**config.mk**
```make
export PLATFORM = sky130hd
export DESIGN_NAME = mem_stage
export DESIGN_NICKNAME = d
export VERILOG_FILES = /design/src/rtl/mips_pkg.sv /design/src/rtl/mem_align.sv /design/src/rtl/mem_stage.sv
export SDC_FILE = /design/constraint.sdc
export NUM_CORES = 1
export LEC_CHECK = 0
export CELL_PAD_IN_SITES_DETAIL_PLACEMENT = 2
export CELL_PAD_IN_SITES_GLOBAL_PLACEMENT = 2
export CORE_ASPECT_RATIO = 0.6
export CORE_MARGIN = 4
export CORE_UTILIZATION = 21
export CTS_CLUSTER_SIZE = 24
export DETAILED_ROUTE_END_ITERATION = 10
export HOLD_SLACK_MARGIN = 0.08
export PLACE_DENSITY = 0.82
export SLEW_MARGIN = 10
export SYNTH_ARGS = -nofsm -noshare
export SYNTH_HDL_FRONTEND = slang
export SYNTH_SLANG_ARGS = --single-unit
```
**constraint.sdc**
```tcl
create_clock -name clk -period 6.1 [get_ports clk]
set_input_delay 1.525 -clock clk [delete_from_list [all_inputs] [get_ports clk]]
set_output_delay 1.525 -clock clk [all_outputs]
set_load 0.01 [all_outputs]
```
**src/rtl/mips_pkg.sv**
```systemverilog
// Shared MIPS pipeline definitions: opcodes, MEM-stage FSM states and access sizes.
package mips_pkg;

  localparam logic [5:0] OP_LB  = 6'h20;
  localparam logic [5:0] OP_LH  = 6'h21;
  localparam logic [5:0] OP_LW  = 6'h23;
  localparam logic [5:0] OP_LBU = 6'h24;
  localparam logic [5:0] OP_LHU = 6'h25;
  localparam logic [5:0] OP_SB  = 6'h28;
  localparam logic [5:0] OP_SH  = 6'h29;
  localparam logic [5:0] OP_SW  = 6'h2B;

  typedef enum logic {
    MEM_IDLE,
    MEM_WAIT
  } mem_state_e;

  typedef enum logic [1:0] {
    SZ_B,
    SZ_H,
    SZ_W
  } mem_size_e;

endpackage

```
**src/rtl/mem_align.sv**
```systemverilog
// Access-size decode, byte enables, store-lane replication and load extraction/extension.
// Subword support is built only when MEM_SUBWORD_EN is defined; otherwise all accesses are words.
module mem_align
  import mips_pkg::*;
(
  input  logic [5:0]  op_i,
  input  logic [1:0]  addr_lo_i,
  input  logic [31:0] mb_i,
  input  logic [31:0] rdata_i,
  output logic [3:0]  be_o,
  output logic [31:0] wdata_o,
  output logic [31:0] ldata_o,
  output logic        misal_o
);

`ifdef MEM_SUBWORD_EN
  mem_size_e   size;
  logic        sext;
  logic [7:0]  byte_v;
  logic [15:0] half_v;

  always_comb begin
    size = SZ_W;
    sext = 1'b0;
    case (op_i)
      OP_LB:         begin size = SZ_B; sext = 1'b1; end
      OP_LBU, OP_SB: size = SZ_B;
      OP_LH:         begin size = SZ_H; sext = 1'b1; end
      OP_LHU, OP_SH: size = SZ_H;
      default:       size = SZ_W;
    endcase
  end

  always_comb begin
    byte_v = rdata_i[7:0];
    unique case (addr_lo_i)
      2'd0: byte_v = rdata_i[7:0];
      2'd1: byte_v = rdata_i[15:8];
      2'd2: byte_v = rdata_i[23:16];
      2'd3: byte_v = rdata_i[31:24];
    endcase
    half_v = addr_lo_i[1] ? rdata_i[31:16] : rdata_i[15:0];
  end

  always_comb begin
    be_o    = 4'hF;
    wdata_o = mb_i;
    ldata_o = rdata_i;
    misal_o = |addr_lo_i;
    case (size)
      SZ_B: begin
        be_o    = 4'b0001 << addr_lo_i;
        wdata_o = {4{mb_i[7:0]}};
        ldata_o = {{24{sext & byte_v[7]}}, byte_v};
        misal_o = 1'b0;
      end
      SZ_H: begin
        be_o    = addr_lo_i[1] ? 4'b1100 : 4'b0011;
        wdata_o = {2{mb_i[15:0]}};
        ldata_o = {{16{sext & half_v[15]}}, half_v};
        misal_o = addr_lo_i[0];
      end
      default: ;
    endcase
  end
`else
  logic unused_op;

  assign unused_op = ^op_i;
  assign be_o      = 4'hF;
  assign wdata_o   = mb_i;
  assign ldata_o   = rdata_i;
  assign misal_o   = |addr_lo_i;
`endif

endmodule

```
**src/rtl/mem_stage.sv**
```systemverilog
// MIPS MEM stage: data-memory req/ack handshake, stall generation, misalignment squash, MEM/WB regs.
// Subword loads/stores are enabled by defining MEM_SUBWORD_EN.
module mem_stage
  import mips_pkg::*;
#(
  parameter int unsigned ADDR_W = 32
) (
  input  logic              clk,
  input  logic              rst,
  input  logic              mwreg,
  input  logic              mm2reg,
  input  logic              mwmem,
  input  logic [31:0]       minstr,
  input  logic [31:0]       C_r,
  input  logic [31:0]       mb,
  input  logic [4:0]        mrn,
  output logic              dm_req,
  output logic              dm_we,
  output logic [ADDR_W-1:0] dm_addr,
  output logic [3:0]        dm_be,
  output logic [31:0]       dm_wdata,
  input  logic [31:0]       dm_rdata,
  input  logic              dm_ack,
  output logic              mstall,
  output logic              mexc,
  output logic              wwreg,
  output logic              wm2reg,
  output logic [31:0]       wmo,
  output logic [31:0]       walu,
  output logic [4:0]        wrn,
  output logic [31:0]       winstr
);

  mem_state_e  state_q, state_d;
  logic        access, misal_raw, mis, pending;
  logic [31:0] ldata;

  logic        wwreg_q, wm2reg_q, mexc_q;
  logic [31:0] wmo_q, walu_q, winstr_q;
  logic [4:0]  wrn_q;

  mem_align u_align (
    .op_i      (minstr[31:26]),
    .addr_lo_i (C_r[1:0]),
    .mb_i      (mb),
    .rdata_i   (dm_rdata),
    .be_o      (dm_be),
    .wdata_o   (dm_wdata),
    .ldata_o   (ldata),
    .misal_o   (misal_raw)
  );

  assign access  = mm2reg | mwmem;
  assign mis     = access & misal_raw;
  // Gating with rst drops the request in the same cycle a reset abandons an access.
  assign pending = access & ~misal_raw & ~rst;

  assign dm_req  = pending;
  assign dm_we   = mwmem;
  assign dm_addr = {C_r[ADDR_W-1:2], 2'b00};
  assign mstall  = pending & ~dm_ack;

  always_comb begin
    state_d = state_q;
    unique case (state_q)
      MEM_IDLE: if (pending && !dm_ack) state_d = MEM_WAIT;
      MEM_WAIT: if (dm_ack) state_d = MEM_IDLE;
    endcase
  end

  always_ff @(posedge clk or posedge rst) begin
    if (rst) begin
      state_q  <= MEM_IDLE;
      wwreg_q  <= 1'b0;
      wm2reg_q <= 1'b0;
      mexc_q   <= 1'b0;
      wmo_q    <= '0;
      walu_q   <= '0;
      wrn_q    <= '0;
      winstr_q <= '0;
    end else begin
      state_q <= state_d;
      mexc_q  <= mis;
      if (mstall) begin
        wwreg_q  <= 1'b0;
        wm2reg_q <= 1'b0;
        winstr_q <= '0;
      end else begin
        wwreg_q  <= mwreg & ~mis;
        wm2reg_q <= mm2reg & ~mis;
        walu_q   <= C_r;
        wrn_q    <= mrn;
        winstr_q <= minstr;
        if (mm2reg && !mis) wmo_q <= ldata;
      end
    end
  end

  assign wwreg  = wwreg_q;
  assign wm2reg = wm2reg_q;
  assign mexc   = mexc_q;
  assign wmo    = wmo_q;
  assign walu   = walu_q;
  assign wrn    = wrn_q;
  assign winstr = winstr_q;

endmodule
```
==> reports/results.ini, run 1 <==
[outcome]
outcome=finished, final reports clean

[sta]
setup_viol=0
rsz0062_at_grt=false
tightest_slew_ps=926
finalCritPeriodShare_pct=85.0
setup_slack_ps=917
finClkSkew_ps=0
tns_ps=0
finalMaxSlewViolations=0
period_minus_slack_ps=5180
timing.fmax_mhz=193
relSlewSlack_pct=38.2
hold_viol_final=0

[die]
io_pins=314
dieArea_um2=22500
core_um2=19400
start_util_pct=21.8
num_rows=39
die_w_um=191
fp.dieH_um=118

[route]
drt_wl_total_um=13900
viasPerCell=3.85
drt_pass1_iterations=2
drt_iter0_drc=82
routedWlPerCell_um=18.5
vias=2881
drc=0
postRouteAntennaNets=0

[placement]
dp_slack_ps=899
gp_congestion=0.779
hpwl_um=11100
place.port_buffers=243

[pwr]
internal_power_mw=1.34
clockPowerShare_pct=32.6
switching_share_pct=25.1
power_frac_comb_pct=22.5
p_total_mw=1.79
p_leak_nw=2.74
p_sw_mw=0.448
vdd_drop_max_mv=0.131
seqPwrFrac_pct=44.9
power_density_nw_per_um2=266

[clocking]
postCtsSetupRepairBufs=0
path_clk_slew_ps=70
ctsResizeCount=0
clk_path_buf_depth=2
numCtsBuffers=9
h-tree-depth=3
tritoncts=done
cts_root_buf=clkbuf_16
clock-sinks=104
cts_hold_buffers=0
clkLatencyLatePin_ps=340

[worst_hold_path]
hold-path-cell-count=1
hp-class=flop to flop

[layout]
multi_input_area_um2=1040
area_growth_pct=59.3
area.sequential_um2=2600
diodes=0
fillers=2025
drive_gt1_share_pct=16.8
fin_nets=617

[job]
max_cap_violations=0

[global_route]
grt_pass1_wl_um=21000
grt.total_usage_pct=12.1
antenna_found_initial=0
grt_pass1_vias=3486
grt_max_degree=57
overflow=0

[synthesis]
yosys.area.top_type=dfrtp_1
netlist_instances=297
synthMuxAreaShare_pct=17.8
dominantRegCellSynth=dfrtp_1
synthSimpleGateAreaFrac_pct=5.86
synth_area_leaders=dfrtp_1, mux2_2, buf_4
synth_edf_count=0
yosysMostFrequentCell=dfrtp_1
ys_seq_area_share_pct=61.6
synth-xor-area-share_pct=0
synth_seq_cells=104
syn_avg_cell_area_um2=14.2
synth_top_family_by_area=multiplexers
synth_compound_area_share_pct=0.355
synthAdderAreaFrac_pct=0
netlist_top_cells_count=dfrtp_1, buf_4, mux2_2
yosys.area.top_type_share_pct=61.6
synth-async-reset-ratio_pct=100
synth_cell_types=19
netlist_area_um2=4230
yosys_warnings=0

[worst_setup_path]
cp_cell_sequence=clkdlybuf4s50_1 -> or2_1 -> or4_4 -> inv_2 -> clkdlybuf4s50_1
r2r-end=wrn[0]
critPathMaxFanout=33
setup.reg_to_reg.worst_slack_ps=5250
endpoint=mstall
cp.required_ps=4580
critPathCaptureType=primary output
critPathLaunchType=input pin
slowest_stage=or4_4
timing.critical_path.mode_cell=clkdlybuf4s50_1
critical-path-max-stage-delay_ps=650
rr_worst_depth=1
crit_type=input pin to primary output
worstPathArrival_ps=3660
startpoint=rst
worstReg2RegStart=wrn[0]

placed cells by master, fill, tap and decap left out, types with 2 or more instances in the layout:
cell type,n
conb_1,6
mux2_1,6
mux2_2,61
nor2_1,3
and2_1,32
clkbuf_16,9
dfrtp_1,104
buf_4,2
a21o_1,2
clkdlybuf4s50_1,243
inv_6,3
through the flow:
| stage | cell area [µm²] | util, % | hold slack (ps) | instances |
|---|---|---|---|---|
| detailed placement | 6440 | 33.2 | 486 | 733 |
| CTS | 6730 | 34.8 | 502 | 748 |
| global placement | 6440 | 33.2 | 468 | 733 |
| finish | 6730 | 34.8 | 502 | 748 |
| global route | 6730 | 34.8 | 519 | 748 |
| floorplan | 4240 | - | 518 | 301 |
worst min-delay path by stage:
stage                        from  endpoint  slack (ps)
final                      wrn[4]    wrn[4]         500
after global routing       wrn[4]    wrn[4]         520
after CTS                 walu[0]   walu[0]         500
after detailed placement  walu[0]   walu[0]         490
after global placement    walu[1]   walu[1]         470
after floorplan           walu[0]   walu[0]         520
final cells by class:
class,instances,area share (%)
clock buffers,10,3.40
flip-flops and latches,104,38.6
clock inverters,5,0.948
repair buffers,245,36.3
multi-input cells,115,15.5
well taps,266,4.94
inverters,3,0.204
routing by layer:
layer | global-route usage (%) | up-vias | wire [µm]
met5 | 0 | - | 0
met4 | 2.96 | 0 | 146
met3 | 5.99 | 10 | 1540
met2 | 19.9 | 167 | 6600
met1 | 14.0 | 1448 | 5560
li1 | - | 1256 | -
power by group through the flow:
stage          registers (mW)  logic [mW]  clock network, mW
2_1_floorplan           0.846       0.129                  0
3_3_place_gp            0.809       0.400                  0
3_5_place_dp            0.817       0.411                  0
4_1_cts                 0.805       0.413              0.618
5_1_grt                 0.813       0.433              0.647
6_report                0.803       0.403              0.582
registers in the layout, summed over array words and instances, names as in the netlist:
signal / count
walu: 32
wm2reg: 1
wmo: 32
wrn: 5
wwreg: 1
mexc: 1
winstr: 32
cell families after synthesis:
family | Yosys count
DFF | 104
buffers and inverters | 82
muxes | 67
and+or+nand+nor | 40
AOI/OAI and AO/OA | 2
other | 2
worst max-delay path: cells and delay by family:
kind / cells / cell delay (ps)
buffers and inverters: 3 / 1180
AND/OR/NAND/NOR: 2 / 950
Power figures use the tool's default switching activity.
==> run 2: changes to the inputs <==
--- a/config.mk
+++ b/config.mk
@@ -9,11 +9,11 @@
 export CELL_PAD_IN_SITES_GLOBAL_PLACEMENT = 2
 export CORE_ASPECT_RATIO = 0.6
 export CORE_MARGIN = 4
-export CORE_UTILIZATION = 21
+export CORE_UTILIZATION = 18
 export CTS_CLUSTER_SIZE = 24
 export DETAILED_ROUTE_END_ITERATION = 10
 export HOLD_SLACK_MARGIN = 0.08
-export PLACE_DENSITY = 0.82
+export PLACE_DENSITY = 0.74
 export SLEW_MARGIN = 10
 export SYNTH_ARGS = -nofsm -noshare
 export SYNTH_HDL_FRONTEND = slang
==> constraint.sdc (replaced) <==
create_clock -name clk -period 4.4 [get_ports clk]
set_input_delay 1.1 -clock clk [delete_from_list [all_inputs] [get_ports clk]]
set_output_delay 1.1 -clock clk [all_outputs]
set_load 0.01 [all_outputs]
==> run 2 against run 1 <==
Setup slack lost 650 ps. Sequential share of layout area shrank 0.48 points. Highest routed layer unchanged. Register-to-register slack lost 1700 ps. Critical path depth is the same. Clock skew is the same. Die area grew 16%. Non-clock buffer count grew 1. First-iteration DRC count shrank 32%.
==> reports/results.ini, run 2 (synthesis gave the netlist of run 1 again) <==
[route]
drt_iter0_drc=56  ; -32%
vias=2874  ; -0.24%
drt_pass1_iterations=4  ; +2
drt_wl_total_um=13700  ; -0.78%
routedWlPerCell_um=17.2  ; -7.0%
viasPerCell=3.60  ; -6.5%
drc=0  ; unchanged
postRouteAntennaNets=0  ; unchanged

[clocking]
clkLatencyLatePin_ps=350  ; about the same
cts_root_buf=clkbuf_16
clk_path_buf_depth=2  ; unchanged
numCtsBuffers=9  ; unchanged
h-tree-depth=3  ; unchanged
clock-sinks=104  ; unchanged
tritoncts=done
cts_hold_buffers=0  ; unchanged
path_clk_slew_ps=70  ; about the same
ctsResizeCount=0  ; unchanged
postCtsSetupRepairBufs=0  ; unchanged

[sta]
relSlewSlack_pct=38.9  ; +0.73 points
tightest_slew_ps=915  ; -10.9 ps
rsz0062_at_grt=false
finalMaxSlewViolations=0  ; unchanged
setup_viol=0  ; unchanged
period_minus_slack_ps=4140
tns_ps=0  ; unchanged
timing.fmax_mhz=242
finalCritPeriodShare_pct=94.0
setup_slack_ps=264  ; -653 ps
finClkSkew_ps=0  ; unchanged
hold_viol_final=0  ; unchanged
holdWs_ps=492  ; -9.60 ps

[placement]
place.port_buffers=243  ; unchanged
postPlaceCellArea_um2=6520  ; +1.3%
hpwl_um=11000  ; -0.54%
place_inst=783  ; +6.8%
gp_congestion=0.733  ; -5.8%
dp_slack_ps=249  ; -651 ps

[pwr]
p_leak_nw=2.75  ; +0.50%
clockPowerShare_pct=32.6  ; about the same
power_frac_comb_pct=22.6  ; about the same
power_density_nw_per_um2=364  ; +37%
seqPwrFrac_pct=44.8  ; about the same
switching_share_pct=24.7  ; -0.36 points
vdd_drop_max_mv=0.169  ; +29%
internal_power_mw=1.87  ; +39%
p_sw_mw=0.613  ; +37%
p_total_mw=2.48  ; +39%

[die]
dieArea_um2=26100  ; +16%
fp.dieH_um=127  ; +7.5%
io_pins=314  ; unchanged
start_util_pct=18.3  ; -3.5 points
num_rows=43  ; +10%
die_w_um=206  ; +7.7%
core_um2=23100  ; +19%

[worst_setup_path]
critPathLaunchType=input pin
setup.reg_to_reg.worst_slack_ps=3550  ; -1700 ps
crit_type=input pin to primary output
critPathMaxFanout=3  ; -91%
worstPathArrival_ps=3040  ; -620 ps
critPathCaptureType=primary output
cp.required_ps=3300  ; -1280 ps

[layout]
final_cell_mix=clkdlybuf4s50_1, dfrtp_1, mux2_2, and2_1, clkbuf_16
layout_commonest_cell=clkdlybuf4s50_1
diodes=0  ; unchanged
final_util_pct=29.5  ; -5.2 points
fillers=2449  ; +21%
final_area_um2=6820  ; +1.2%
area_growth_pct=61.3
fin_cells=798  ; +6.7%
fin_nets=618  ; +0.16%
drive_gt1_share_pct=17.2  ; +0.38 points

[global_route]
grt.total_usage_pct=10.5  ; -1.6 points
overflow=0  ; unchanged
antenna_found_initial=0  ; unchanged
grt_pass1_vias=3392  ; -2.7%
grt_max_degree=56  ; -1.8%
grt_pass1_wl_um=20700  ; -1.6%

[worst_hold_path]
hp-class=flop to flop

[outcome]
outcome=finished, final reports clean

[job]
max_cap_violations=0  ; unchanged

==> run 2: cell types whose count changed in the layout (fill, tap and decap cells not counted) <==
cell,before,now
clkbuf_8,0,1
clkinv_2,0,2
inv_6,3,1
buf_12,0,1
clkbuf_1,1,0
==> run 2: final cells by class <==
class / count / area (µm²) / area share [%]
timing repair buffer: 246 / 2470 / 36.2
multi-input combinational: 115 / 1040 / 15.3
clock buffer: 10 / 239 / 3.51
sequential: 104 / 2600 / 38.2
clock inverter: 5 / 56.3 / 0.826
inverter: 3 / 13.8 / 0.202
tap: 315 / 394 / 5.78
==> run 2: path summary, 6_finish.rpt <==
path | startpoint | endpoint | depth (start not counted)
max | rst | mstall | 5
min | walu[0] | walu[0] | 1
max reg2reg | wrn[0] | wrn[0] | 1
min reg2reg | walu[0] | walu[0] | 1
max in group asynchronous | rst | walu[6] | 3
min in group asynchronous | rst | walu[9] | 2
==> run 2: power by group through the flow <==
stage / clock, mW / sequential (mW) / combinational (mW)
after floorplan: 0 / 1.17 / 0.179
after global placement: 0 / 1.12 / 0.556
after detailed placement: 0 / 1.13 / 0.570
after CTS: 0.860 / 1.11 / 0.572
after global routing: 0.898 / 1.13 / 0.598
final: 0.809 / 1.11 / 0.560
==> run 2: worst max-delay path, cell delays in order <==
cell             delay (ps)
clkdlybuf4s50_1         490
or2_1                   300
or4_4                   520
inv_2                    80
clkdlybuf4s50_1         540
==> run 2: routing by layer <==
layer / routed length (µm) / part of all wire [%] / global-route usage, % / up-vias
li1: - / - / - / 1248
met1: 5620 / 41 / 12.4 / 1454
met2: 6340 / 46 / 16.3 / 161
met3: 1620 / 12 / 6.00 / 11
met4: 168 / 1.2 / 3.05 / 0
met5: 0 / 0 / 0 / -
